`src/rtl/hazard_unit.sv`:
```
// Decode-stage hazard and forwarding controller: shift-register scoreboard of
// in-flight writers, per-operand forward select, load-use stall and redirect kill.
module hazard_unit #(
   parameter int unsigned ADDR_W      = 5,
   parameter int unsigned DEPTH       = 2,
   parameter int unsigned LOAD_LAT    = 1,
   parameter int unsigned KILL_CYCLES = 1,
   localparam int unsigned SEL_W      = $clog2(DEPTH + 1)
) (
   input  logic              clk,
   input  logic              reset,
   input  logic              id_valid,
   input  logic [ADDR_W-1:0] id_rs1,
   input  logic [ADDR_W-1:0] id_rs2,
   input  logic              id_rs1_used,
   input  logic              id_rs2_used,
   input  logic [ADDR_W-1:0] id_rd,
   input  logic              id_we,
   input  logic              id_is_load,
   input  logic              redirect,
   output logic              stall,
   output logic              kill,
   output logic [SEL_W-1:0]  fwd_a,
   output logic [SEL_W-1:0]  fwd_b,
   output logic [SEL_W-1:0]  inflight
);

   localparam int unsigned CNT_W = (KILL_CYCLES > 1) ? $clog2(KILL_CYCLES) : 1;

   // Entry index i holds pipeline stage i+1
   logic [DEPTH-1:0]  sb_valid, sb_valid_nxt;
   logic [DEPTH-1:0]  sb_load, sb_load_nxt;
   logic [ADDR_W-1:0] sb_rd [DEPTH];
   logic [ADDR_W-1:0] sb_rd_nxt [DEPTH];
   logic [CNT_W-1:0]  kill_cnt, kill_cnt_nxt;
   logic [SEL_W-1:0]  inflight_nxt;

   logic              hit_a, hit_b, load_a, load_b;
   logic [SEL_W-1:0]  idx_a, idx_b;
   logic              load_use, insert;

   // Youngest matching producer per operand: scan oldest first, younger overwrites
   always_comb begin
      hit_a  = 1'b0;
      hit_b  = 1'b0;
      load_a = 1'b0;
      load_b = 1'b0;
      idx_a  = '0;
      idx_b  = '0;
      for (int i = int'(DEPTH) - 1; i >= 0; i--) begin
         if (id_rs1_used && (id_rs1 != '0) && sb_valid[i] && (sb_rd[i] == id_rs1)) begin
            hit_a  = 1'b1;
            idx_a  = SEL_W'(i + 1);
            load_a = sb_load[i];
         end
         if (id_rs2_used && (id_rs2 != '0) && sb_valid[i] && (sb_rd[i] == id_rs2)) begin
            hit_b  = 1'b1;
            idx_b  = SEL_W'(i + 1);
            load_b = sb_load[i];
         end
      end
   end

   // Stall/kill/forward decisions; kill overrides a load-use stall
   always_comb begin
      load_use = id_valid &&
                 ((hit_a && load_a && (idx_a <= SEL_W'(LOAD_LAT))) ||
                  (hit_b && load_b && (idx_b <= SEL_W'(LOAD_LAT))));
      kill     = redirect || (kill_cnt != '0);
      stall    = load_use && !kill;
      fwd_a    = (id_valid && !load_use) ? idx_a : '0;
      fwd_b    = (id_valid && !load_use) ? idx_b : '0;
      insert   = id_valid && id_we && (id_rd != '0) && !stall && !kill;
   end

   // Scoreboard shift, occupancy and kill countdown
   always_comb begin
      sb_valid_nxt    = '0;
      sb_load_nxt     = '0;
      sb_rd_nxt[0]    = id_rd;
      sb_valid_nxt[0] = insert;
      sb_load_nxt[0]  = insert && id_is_load;
      for (int i = 1; i < int'(DEPTH); i++) begin
         sb_valid_nxt[i] = sb_valid[i-1];
         sb_load_nxt[i]  = sb_load[i-1];
         sb_rd_nxt[i]    = sb_rd[i-1];
      end
      inflight_nxt = '0;
      for (int i = 0; i < int'(DEPTH); i++) begin
         inflight_nxt = inflight_nxt + SEL_W'(sb_valid_nxt[i]);
      end
      kill_cnt_nxt = kill_cnt;
      if (redirect) begin
         kill_cnt_nxt = CNT_W'(KILL_CYCLES - 1);
      end else if (kill_cnt != '0) begin
         kill_cnt_nxt = kill_cnt - CNT_W'(1);
      end
   end

   always_ff @(posedge clk) begin
      if (reset) begin
         sb_valid <= '0;
         sb_load  <= '0;
         kill_cnt <= '0;
         inflight <= '0;
         for (int i = 0; i < int'(DEPTH); i++) begin
            sb_rd[i] <= '0;
         end
      end else begin
         sb_valid <= sb_valid_nxt;
         sb_load  <= sb_load_nxt;
         kill_cnt <= kill_cnt_nxt;
         inflight <= inflight_nxt;
         for (int i = 0; i < int'(DEPTH); i++) begin
            sb_rd[i] <= sb_rd_nxt[i];
         end
      end
   end

endmodule

```
`config.mk`:
```
export PLATFORM = sky130hd
export DESIGN_NAME = hazard_unit
export DESIGN_NICKNAME = d
export VERILOG_FILES = /design/src/rtl/hazard_unit.sv
export SDC_FILE = /design/constraint.sdc
export NUM_CORES = 1
export LEC_CHECK = 0
export ABC_CLOCK_PERIOD_IN_PS = 2900
export BUFFER_PORTS_ARGS = -buffer_cell sky130_fd_sc_hd__buf_2
export CAP_MARGIN = 20
export CORE_MARGIN = 8
export CORE_UTILIZATION = 50
export CTS_CLUSTER_DIAMETER = 80
export DETAILED_ROUTE_END_ITERATION = 6
export HOLD_SLACK_MARGIN = 0.15
export PLACE_DENSITY = 0.81
export SLEW_MARGIN = 20
export SYNTH_ARGS = -nofsm -noshare
export SYNTH_HDL_FRONTEND = slang
export SYNTH_SLANG_ARGS = --single-unit
```
`constraint.sdc`:
```
create_clock -name clk -period 2.9 [get_ports clk]
set_input_delay 0.435 -clock clk [delete_from_list [all_inputs] [get_ports clk]]
set_output_delay 0.435 -clock clk [all_outputs]
set_load 0.02 [all_outputs]
```
==> flow_summary.toml <==
[run_status]
status = "finished, final reports clean"

[placement]
buffer_ports.inserted = 30
detailed_place_hpwl_mm = 1.679
gpl.final_weighted_congestion = 0.8932

[clock_network]
htreeDepth = 1
cts.sink_count = 16
post_cts_resized = 0
clockBufferDepth = 2
clkSlewWorstSetupHoldPaths_ns = 0.08
holdBufCountCts = 0
insertion_delay_ns = 0.28
cts_buffers = 3
postCtsSetupBuffers = 0
cts_root_buf = "sky130_fd_sc_hd__clkbuf_4"
tritoncts = "built"

[synthesis]
synth-edff-count = 0
ys.flop_type = "sky130_fd_sc_hd__dfxtp_1"
post_synth.cell_area_avg_um2 = 10.12
synth_warnings = 0
ys_top_cells_by_count = "16 x sky130_fd_sc_hd__dfxtp_1, 12 x sky130_fd_sc_hd__xnor2_1, 11 x sky130_fd_sc_hd__nor2b_1"
synth_cells = 81
synth_top_area_share = 0.3908
synth.distinct_cells = 25
synth_sequential_area_ratio = 0.3908
post-synth-top-area-cell = "sky130_fd_sc_hd__dfxtp_1"
ys_top_cells_by_area = "sky130_fd_sc_hd__dfxtp_1 39%, sky130_fd_sc_hd__xnor2_1 13%, sky130_fd_sc_hd__xor2_1 8.5%"
syn_area_um2 = 819.5
synth_most_common_cell = "sky130_fd_sc_hd__dfxtp_1"
postSynth.asyncResetShare = 0
synth-seq-cells = 16
post_syn_nets = 104

[cells_and_area]
area_delta_synth_final_pct = 24.73
antenna-diode-count = 0
final_nets = 138
drive_above_1_share = 0.3684

[die]
placement_rows = 14
die_y_um = 56.49
design.portCount = 31
initial_core_util = 0.5378
die_area_mm2 = 0.003191
dieWidth_um = 56.49
coreArea_mm2 = 0.001524

[setup_path]
kind_of_end_point_of_the_critical_path = "output pin"
rr_startpoint = "sb_rd[0][4]$_SDFF_PP0_"
setup.worst_path.start_class = "input pin"
reg2reg_slack_ns = 1.43
cp_max_fo = 3
timing_worst_setup_path_type = "in2out"
r2r_cells = 5
critical_path_required_ns = 2.47
critical_path_arrival_ns = 1.99
r2r_end = "sb_valid[0]$_SDFF_PP0_"

[power_and_ir_drop]
power.share.switching = 0.2328
seq_power_share = 0.536
switching_power_mw = 0.1026
clock_power_share = 0.316
worst_vdd_rail_ir_drop_mv = 0.3444
combinationalPowerShare = 0.148
p_leak_nw = 0.4336
power-per-cell-area_mw_per_mm2 = 430.9
internal_power_component_mw = 0.3379

[global_routing]
grt.total_usage = 0.1228
grt.met3_usage = 0.04494
global_route.usage.met2 = 0.2226
largest_net_degree_at_the_start_of_global_routing = 15
grt_overflow = 0
gr-max-usage-layer = "met2"
grt_first_pass_wirelength_mm = 3.318
grt_antenna_before_repair = 0
first_global_vias = 760
gr-usage-met1 = 0.1289

[timing]
shortest_clock_period_the_worst_path_allows_after_layout_ns = 2.430
post-route-period-util = 0.8378
hold_viol = 0
highest_clock_rate_mhz = 411.6
rsz0062_at_grt = "no"
pins_over_their_slew_limit = 0
fin_skew_ns = 0.005189
tns_ns = 0
finalSetupViolations = 0
final.hold.worst_slack_ns = 0.3820

[route]
dr.first_iter.drc_count = 11
routed_wire_length_per_instance_um = 14.72
final_antenna_net_count = 0
postRouteWirelength_mm = 1.913
drt_pre_antenna_iters = 4
drt-vias-per-instance = 5.454
vias = 709
detail_route.drc_violations = 0

[worst_hold_path]
hold_path.startpoint = "id_rd[0]"
worst_hold_class = "in2reg"
hold-path-cell-count = 2
hold-path-endpoint = "sb_rd[0][0]$_SDFF_PP0_"

[job]
max-cap-violations = 0
## power groups by stage
stage	Sequential [mW]	Combinational, mW	Clock [mW]
final	0.236	0.0652	0.139
after global routing	0.237	0.0719	0.152
after CTS	0.236	0.0658	0.142
after detailed placement	0.241	0.0656	0
after global placement	0.240	0.0632	0
after floorplan	0.239	0.0361	0
## worst max-delay path, stage by stage
cell	delay, ns
sky130_fd_sc_hd__buf_2	0.12
sky130_fd_sc_hd__or4_1	0.55
sky130_fd_sc_hd__o21ai_2	0.19
sky130_fd_sc_hd__nor3_2	0.10
sky130_fd_sc_hd__a2111oi_2	0.37
sky130_fd_sc_hd__buf_2	0.23
## metal layers
metal | part of all wire | vias up
met3 | 0.065 | 2
met2 | 0.54 | 21
li1 | - | 347
met5 | 0 | -
met4 | 0.0052 | 0
met1 | 0.39 | 339
## worst max path at each step
stage	from	slack, ns	depth (start not counted)	to
after global routing	id_rs2[1]	0.42	6	fwd_a[1]
after floorplan	id_rs2[1]	0.61	4	fwd_a[1]
after global placement	id_rs1[1]	0.52	6	fwd_b[1]
after detailed placement	id_rs2[1]	0.47	6	fwd_a[1]
after CTS	id_rs2[1]	0.46	6	fwd_a[1]
final	id_rs2[1]	0.47	6	fwd_a[1]
## per-stage QoR
stage	power, mW	instances	cell area, um^2	utilization	setup slack (ns)
floorplan	0.2751	81	819.5	-	0.6093
global route	0.4607	130	1022	0.6708	0.4202
detailed placement	0.3065	126	985.9	0.6470	0.4719
finish	0.4405	130	1022	0.6708	0.4703
CTS	0.4433	130	1022	0.6708	0.4650
global placement	0.3033	126	985.9	0.6470	0.5235
## registers in the layout, indices dropped and copies added (netlist names)
register  flops
sb_load       1
sb_rd        10
inflight      2
kill_cnt      1
sb_valid      2
## cells in the final DEF, fill, tap and decap left out
master                      count
sky130_fd_sc_hd__o21ai_4        2
sky130_fd_sc_hd__clkbuf_4       3
sky130_fd_sc_hd__xnor2_1       12
sky130_fd_sc_hd__o21ai_2        1
sky130_fd_sc_hd__nor4_1         2
sky130_fd_sc_hd__xor2_1         8
sky130_fd_sc_hd__inv_1          1
sky130_fd_sc_hd__dfxtp_1       16
sky130_fd_sc_hd__and4b_1        1
sky130_fd_sc_hd__a2111oi_2      2
sky130_fd_sc_hd__or2_1          1
sky130_fd_sc_hd__and3_1         1
sky130_fd_sc_hd__nand2_1        3
sky130_fd_sc_hd__nor3_2         2
sky130_fd_sc_hd__or4_4          1
sky130_fd_sc_hd__nor3b_1        2
sky130_fd_sc_hd__clkbuf_8       1
sky130_fd_sc_hd__o21bai_1       1
sky130_fd_sc_hd__and3b_1        1
sky130_fd_sc_hd__nor3_1         2
sky130_fd_sc_hd__nor2_1         2
sky130_fd_sc_hd__a31oi_1        1
sky130_fd_sc_hd__or4_1          2
sky130_fd_sc_hd__nor2b_1       11
sky130_fd_sc_hd__nand4_1        4
sky130_fd_sc_hd__buf_2         30
sky130_fd_sc_hd__conb_1         1
## area by class of cell
type / count / area, um^2
Fill cell: 137 / 501.7
Inverter: 1 / 3.754
Multi-Input combinational cell: 63 / 491.7
Sequential cell: 16 / 320.3
Timing Repair Buffer: 30 / 150.1
Clock buffer: 4 / 36.28
Tap cell: 16 / 20.02
## cells by family after synthesis
family                    share of synthesized area
and+or+nand+nor                              0.2779
DFF                                          0.3908
xor gates and xnor gates                     0.2137
AOI/OAI and AO/OA                            0.1038
buffers and inverters                      0.009152
other                                      0.004576
(Power assumes the default switching activity.)
